**src/rtl/switch_debounce_sync.sv**
```systemverilog
// switch_debounce_sync: two-flop synchroniser plus per-channel debounce FSM for raw switch levels
// Ports: clk; rst (sync, active-high); sw_in raw async levels; sw_out committed debounced levels;
//   changed 1-cycle pulse when any sw_out bit commits; rise/fall per-bit 0->1 / 1->0 commit pulses.
// Optional feature macro: DEBOUNCE_EDGE_PULSE_EN (adds rise/fall ports and logic).
module switch_debounce_sync #(
  parameter int WIDTH = 3,
  parameter int DEBOUNCE_CYCLES = 240000
) (
  input  logic             clk,
  input  logic             rst,
  input  logic [WIDTH-1:0] sw_in,
  output logic [WIDTH-1:0] sw_out,
`ifdef DEBOUNCE_EDGE_PULSE_EN
  output logic [WIDTH-1:0] rise,
  output logic [WIDTH-1:0] fall,
`endif
  output logic             changed
);
  localparam int CNT_W = $clog2(DEBOUNCE_CYCLES);
  localparam logic [CNT_W-1:0] CNT_MAX = CNT_W'(DEBOUNCE_CYCLES - 1);
  typedef enum logic {STABLE, CHANGING} state_t;
  logic [WIDTH-1:0] s1_q, s2_q, commit;
  logic changed_q;
  always_ff @(posedge clk) begin
    s1_q <= rst ? '0 : sw_in;
    s2_q <= rst ? '0 : s1_q;
  end
  for (genvar i = 0; i < WIDTH; i++) begin : g_ch
    state_t state_q;
    logic [CNT_W-1:0] cnt_q;
    logic out_q;
    // commit fires on the edge the terminal count sees the new level still held
    assign commit[i] = state_q == CHANGING && s2_q[i] != out_q && cnt_q == CNT_MAX;
    assign sw_out[i] = out_q;
    always_ff @(posedge clk) begin
      if (rst) begin
        state_q <= STABLE;
        cnt_q <= '0;
        out_q <= 1'b0;
      end else if (state_q == STABLE) begin
        if (s2_q[i] != out_q) begin
          state_q <= CHANGING;
          cnt_q <= '0;
        end
      end else if (s2_q[i] == out_q) begin
        state_q <= STABLE;
        cnt_q <= '0;
      end else if (cnt_q == CNT_MAX) begin
        out_q <= s2_q[i];
        state_q <= STABLE;
        cnt_q <= '0;
      end else begin
        cnt_q <= cnt_q + CNT_W'(1);
      end
    end
  end
  always_ff @(posedge clk)
    changed_q <= rst ? 1'b0 : |commit;
  assign changed = changed_q;
`ifdef DEBOUNCE_EDGE_PULSE_EN
  logic [WIDTH-1:0] rise_q, fall_q;
  // on a commit the new level equals s2, so s2 gives the edge direction
  always_ff @(posedge clk) begin
    rise_q <= rst ? '0 : commit & s2_q;
    fall_q <= rst ? '0 : commit & ~s2_q;
  end
  assign rise = rise_q;
  assign fall = fall_q;
`endif
endmodule
```
**config.mk**
```make
export PLATFORM = sky130hd
export DESIGN_NAME = switch_debounce_sync
export DESIGN_NICKNAME = d
export VERILOG_FILES = /design/src/rtl/switch_debounce_sync.sv
export SDC_FILE = /design/constraint.sdc
export NUM_CORES = 1
export LEC_CHECK = 0
export BUFFER_PORTS_ARGS = -buffer_cell sky130_fd_sc_hd__buf_2
export CORE_MARGIN = 4
export CORE_UTILIZATION = 45
export CTS_BUF_LIST = sky130_fd_sc_hd__clkbuf_4 sky130_fd_sc_hd__clkbuf_8
export CTS_CLUSTER_SIZE = 40
export DETAILED_ROUTE_END_ITERATION = 10
export SYNTH_ARGS = -nofsm -noshare
export SYNTH_HDL_FRONTEND = slang
export SYNTH_SLANG_ARGS = --single-unit
```
**constraint.sdc**
```tcl
create_clock -name clk -period 5.6 [get_ports clk]
set_clock_uncertainty 0.1 [all_clocks]
set_input_delay 1.4 -clock clk [delete_from_list [all_inputs] [get_ports clk]]
set_output_delay 1.4 -clock clk [all_outputs]
set_load 0.005 [all_outputs]
```
* Word-level counts from Yosys, hierarchy flattened *
Index checks and enable logic that the tools add are counted.

word-level totals
  input port bits = 5
  word-level logic and storage cells = 64
  register bits after elaboration = 67
  output and inout bits = 4

operators by class
  add/subtract/negate cells = 3
  bitwise gates (word level) = 3
  mux-type cells = 24
  reduce and logical (&&, ||, !) cells = 13
  equality and inequality tests = 9

operators with widths
  cell                                                             number
  18-bit 2-to-1 mux                                                12
  18-bit by 1-bit adder with 18-bit output, second input constant  3
  18-bit == test, second input constant                            3
  1-bit 2-to-1 mux                                                 12
  3-bit AND reduction                                              3
  1-bit logical AND                                                6
  2-bit nonzero test                                               3
  1-bit == test                                                    3
  1-bit != test                                                    3
  1-bit NOT                                                        3
  3-bit OR reduction                                               1

* Depth between registers and ports, before layout *
  word-level depth = 4
  mapped depth = 8
  depth with buffers taken out = 6

* Worst setup path before layout *
No wires, ideal clock.

  path kind = input port to flip-flop
  start point = input rst
  end point = register g_ch[1].cnt_q[2]
  arrival time = 2.476 ns
  setup slack = 2.952 ns
  data required time = 5.428 ns
  path buffers = 2
  stages = 6
  setup time = 0.072 ns
  path through = buf_2 nor3_1 clkbuf_1 inv_1 o21a_1 mux2i_1

RTL lines
  element               RTL line  text
  start, declared       10        input logic rst,
  end signal, assigned  53        cnt_q <= cnt_q + CNT_W'(1);
  end, declared         30        logic [CNT_W-1:0] cnt_q;

==> reports/results.ini <==
[cts]
cts_htree_levels = 3
cts_max_path_buffers = 2
clock_insertion_delay_worst_skew_ns = 0.34
tritoncts = yes
ctsHoldBuffers = 0
path_clk_slew_ns = 0.08
cts_resized = 0
clk_root_buffer_cell = sky130_fd_sc_hd__clkbuf_8
cts_post_setup_buffers_inserted = 0
clkSinkCount = 67
cts-buffers-inserted = 9

[power]
ir_worst_vdd_mv = 0.2298
power_leakage_nw = 1.351
p_per_area_mw_per_mm2 = 268.9

[timing]
final_worst_slack_ns = 2.798
setup_tns_ns = 0
setup_viol_count_final = 0
period_needed_ns = 2.802
clock.fmax_ghz = 0.3568
report.final.slew_viol_count = 0
rsz0062_at_grt = false
hold_viol = 0
min_period_over_period = 0.5004
worst_slew_margin_rel = 0.2485
worst-slew-pin-transition_ns = 1.119

[drt]
detail_route.vias_per_cell = 5.667
drtPass1Iterations = 4
finalWirelength_um = 6849
detail-route-antenna-nets = 0
detail_route.drc_violations = 0
via_count = 2862
detail_route.wl_per_cell_um = 13.56
drt-initial-drc-count = 107

[worst_setup_path]
crit_start = rst
critical_path.max_fanout = 36
setup.worst_path.end_class = flop
worstSetupStartpointType = input pin
critical_path_start_end_classification = in -> reg
arrival_ns = 2.97
critical_path_required_ns = 5.77
worst_r2r_startpoint = g_ch[0].cnt_q[0]$_SDFFE_PP0P_

[global_routing]
grt_pass1_wl_um = 12050
gr-max-usage-layer = met2
grt_start_max_net_pins = 37
grt_antenna_before_repair = 0
grt_use_met1 = 0.2261
gr-total-overflow = 0
first_global_vias = 2601
global_route_usage_sum = 0.1656
groute.layer.met3.usage = 0.04736
grt_util_met2 = 0.2542

[layout]
finish.utilization = 0.5088
final_layout_size_suffix_gt1_frac = 0.1010
area.growth.synth_to_final_pct = 9.154
final_std_cells_w_o_fill = 505
fin_nets = 409
design_area_mm2 = 0.003730
antenna_cells = 0

[placement]
place_inst = 489
port_buffers = 8
gpl.final_weighted_congestion = 0.7644
dpl.hpwl_um = 4785
placedInstanceArea_mm2 = 0.003482
placement.setup.worst_slack_ns = 2.400

[synthesis]
synth-seq-area-share = 0.3925
synth.ff_latch_count = 67
syn_nets = 405
post_synth_inst_count = 397
yosys_warnings = 0
synth.distinct_cells = 60
synthesis.area_mm2 = 0.003417
synth.avg_cell_area_um2 = 8.607

[floorplanning]
floorplan.rows = 31
die_w_um = 95.14
start_util = 0.4661
die_height_um = 95.14
core_mm2 = 0.007331
floorplan.die_area_mm2 = 0.009052
io_pins = 9

[outcome]
status = finished, final reports clean

[run]
max_cap_viol_count = 0

[hold_path]
worstHoldStart = s1_q[0]$_SDFF_PP0_
holdCritPathClass = reg -> reg

==> cell usage after synthesis (all sizes together) <==
cell     instances  share of area
dfxtp           67           0.39
o21ai           13          0.019
o211ai           2         0.0044
o21a             3         0.0066
a21o            15          0.033
or3              5         0.0099
o211a            1         0.0029
and3b            2         0.0055
o22ai            1         0.0018
and4             4          0.010
nand2b           6          0.011
nor4b            1         0.0044
or4b             1         0.0040
nand4bb          2         0.0066
or3b             1         0.0033
xnor2            3         0.0077
a41oi            2         0.0051
inv              7         0.0077
nand4           14          0.026
nor3            17          0.030
or4              2         0.0044
a21oi           34          0.050
a22o             8          0.021
a311oi           1         0.0026
a211o            2         0.0051
nor2            30          0.033
nor3b            1         0.0022
buf             13          0.028
o311ai           1         0.0026
a211oi           3          0.014
a21boi           1         0.0022
nor4bb           2         0.0059
nand3           37          0.056
nand3b           2         0.0044
a22oi            2         0.0044
nand2           33          0.037
and3             5         0.0092
a31oi           10          0.018
ha               3          0.011
xor2             5          0.017
nor4             6          0.015
mux2i           14          0.041
and2             6          0.011
clkbuf           3         0.0033
nor2b            6          0.011
==> final cells by class <==
cell class | count | area (um2)
Clock inverter | 7 | 123.9
Timing Repair Buffer | 9 | 47.55
Sequential cell | 67 | 1341
Tap cell | 99 | 123.9
Fill cell | 688 | 3601
Multi-Input combinational cell | 307 | 1943
Inverter | 7 | 26.28
Clock buffer | 9 | 123.9
==> metrics by stage <==
step	hold WS [ns]	total power, mW
3_5_place_dp	0.3286	0.5232
5_1_grt	0.3718	1.045
4_1_cts	0.3539	1.018
3_3_place_gp	0.3225	0.5225
2_1_floorplan	0.3138	0.5154
6_report	0.3469	1.003
==> cells in the final DEF (no fill, tap or decap), types with 2 or more instances in the layout <==
master                       n
sky130_fd_sc_hd__or3_2       2
sky130_fd_sc_hd__ha_1        3
sky130_fd_sc_hd__nor3_1     15
sky130_fd_sc_hd__a22o_1      8
sky130_fd_sc_hd__dfxtp_1    67
sky130_fd_sc_hd__buf_2       8
sky130_fd_sc_hd__nand3b_1    2
sky130_fd_sc_hd__a211o_1     2
sky130_fd_sc_hd__nand2_1    32
sky130_fd_sc_hd__o21ai_0    12
sky130_fd_sc_hd__clkbuf_8    9
sky130_fd_sc_hd__a21o_1     15
sky130_fd_sc_hd__o211ai_1    2
sky130_fd_sc_hd__xor2_1      3
sky130_fd_sc_hd__or4_1       2
sky130_fd_sc_hd__a31oi_1    10
sky130_fd_sc_hd__clkinv_4    2
sky130_fd_sc_hd__a211oi_4    2
sky130_fd_sc_hd__inv_1       7
sky130_fd_sc_hd__nand4bb_1   2
sky130_fd_sc_hd__and4_1      4
sky130_fd_sc_hd__nand2b_1    6
sky130_fd_sc_hd__nand4_1    14
sky130_fd_sc_hd__a21oi_1    34
sky130_fd_sc_hd__o21a_1      3
sky130_fd_sc_hd__nand3_1    36
sky130_fd_sc_hd__a22oi_1     2
sky130_fd_sc_hd__xor2_2      2
sky130_fd_sc_hd__nor4bb_1    2
sky130_fd_sc_hd__and3_1      5
sky130_fd_sc_hd__nor2b_1     6
sky130_fd_sc_hd__and2_1      4
sky130_fd_sc_hd__nor2_1     30
sky130_fd_sc_hd__mux2i_1    14
sky130_fd_sc_hd__a41oi_1     2
sky130_fd_sc_hd__or3_1       3
sky130_fd_sc_hd__nor4_1      5
sky130_fd_sc_hd__bufinv_16   3
sky130_fd_sc_hd__xnor2_1     3
==> power by group <==
part           switching [mW]  internal (mW)
Combinational          0.0194         0.0115
Clock                   0.193          0.299
Sequential            0.00201          0.479
Total                   0.214          0.789
==> kinds of logic (layout without fill, tap and decap cells) <==
kind of cell	after synthesis	count (layout)	synth area share
simple gates	183	183	0.2995
compound gates	99	99	0.1922
flops	67	67	0.3925
buf+inv	23	32	0.03881
mux	14	14	0.04101
xor+xnor	8	8	0.02490
fa+ha+maj	3	3	0.01099
==> worst max-delay path, cell delays in order <==
cell	delay (ns)
sky130_fd_sc_hd__buf_2	0.31
sky130_fd_sc_hd__nor3_1	0.98
sky130_fd_sc_hd__a21oi_1	0.08
sky130_fd_sc_hd__a21oi_1	0.19
==> final timing paths <==
path                                     to  slack [ns]  cells after the start
min reg2reg              s2_q[0]$_SDFF_PP0_        0.35                      1
max           g_ch[2].cnt_q[7]$_SDFFE_PP0P_        2.80                      4
max reg2reg  g_ch[0].cnt_q[12]$_SDFFE_PP0P_        3.31                      6
min                      s2_q[0]$_SDFF_PP0_        0.35                      1
==> flip-flops by register name (all words and copies together) (netlist names) <==
name          cells
g_ch.cnt_q       54
g_ch.state_q      3
s2_q              3
changed           1
g_ch.out_q        3
s1_q              3
==> routing by layer <==
layer,wire length (um),vias to the layer above
li1,-,1485
met1,3462,1329
met2,3037,42
met3,259,6
met4,89,0
met5,0,-
Note: power is estimated with default switching activity, not from simulation.
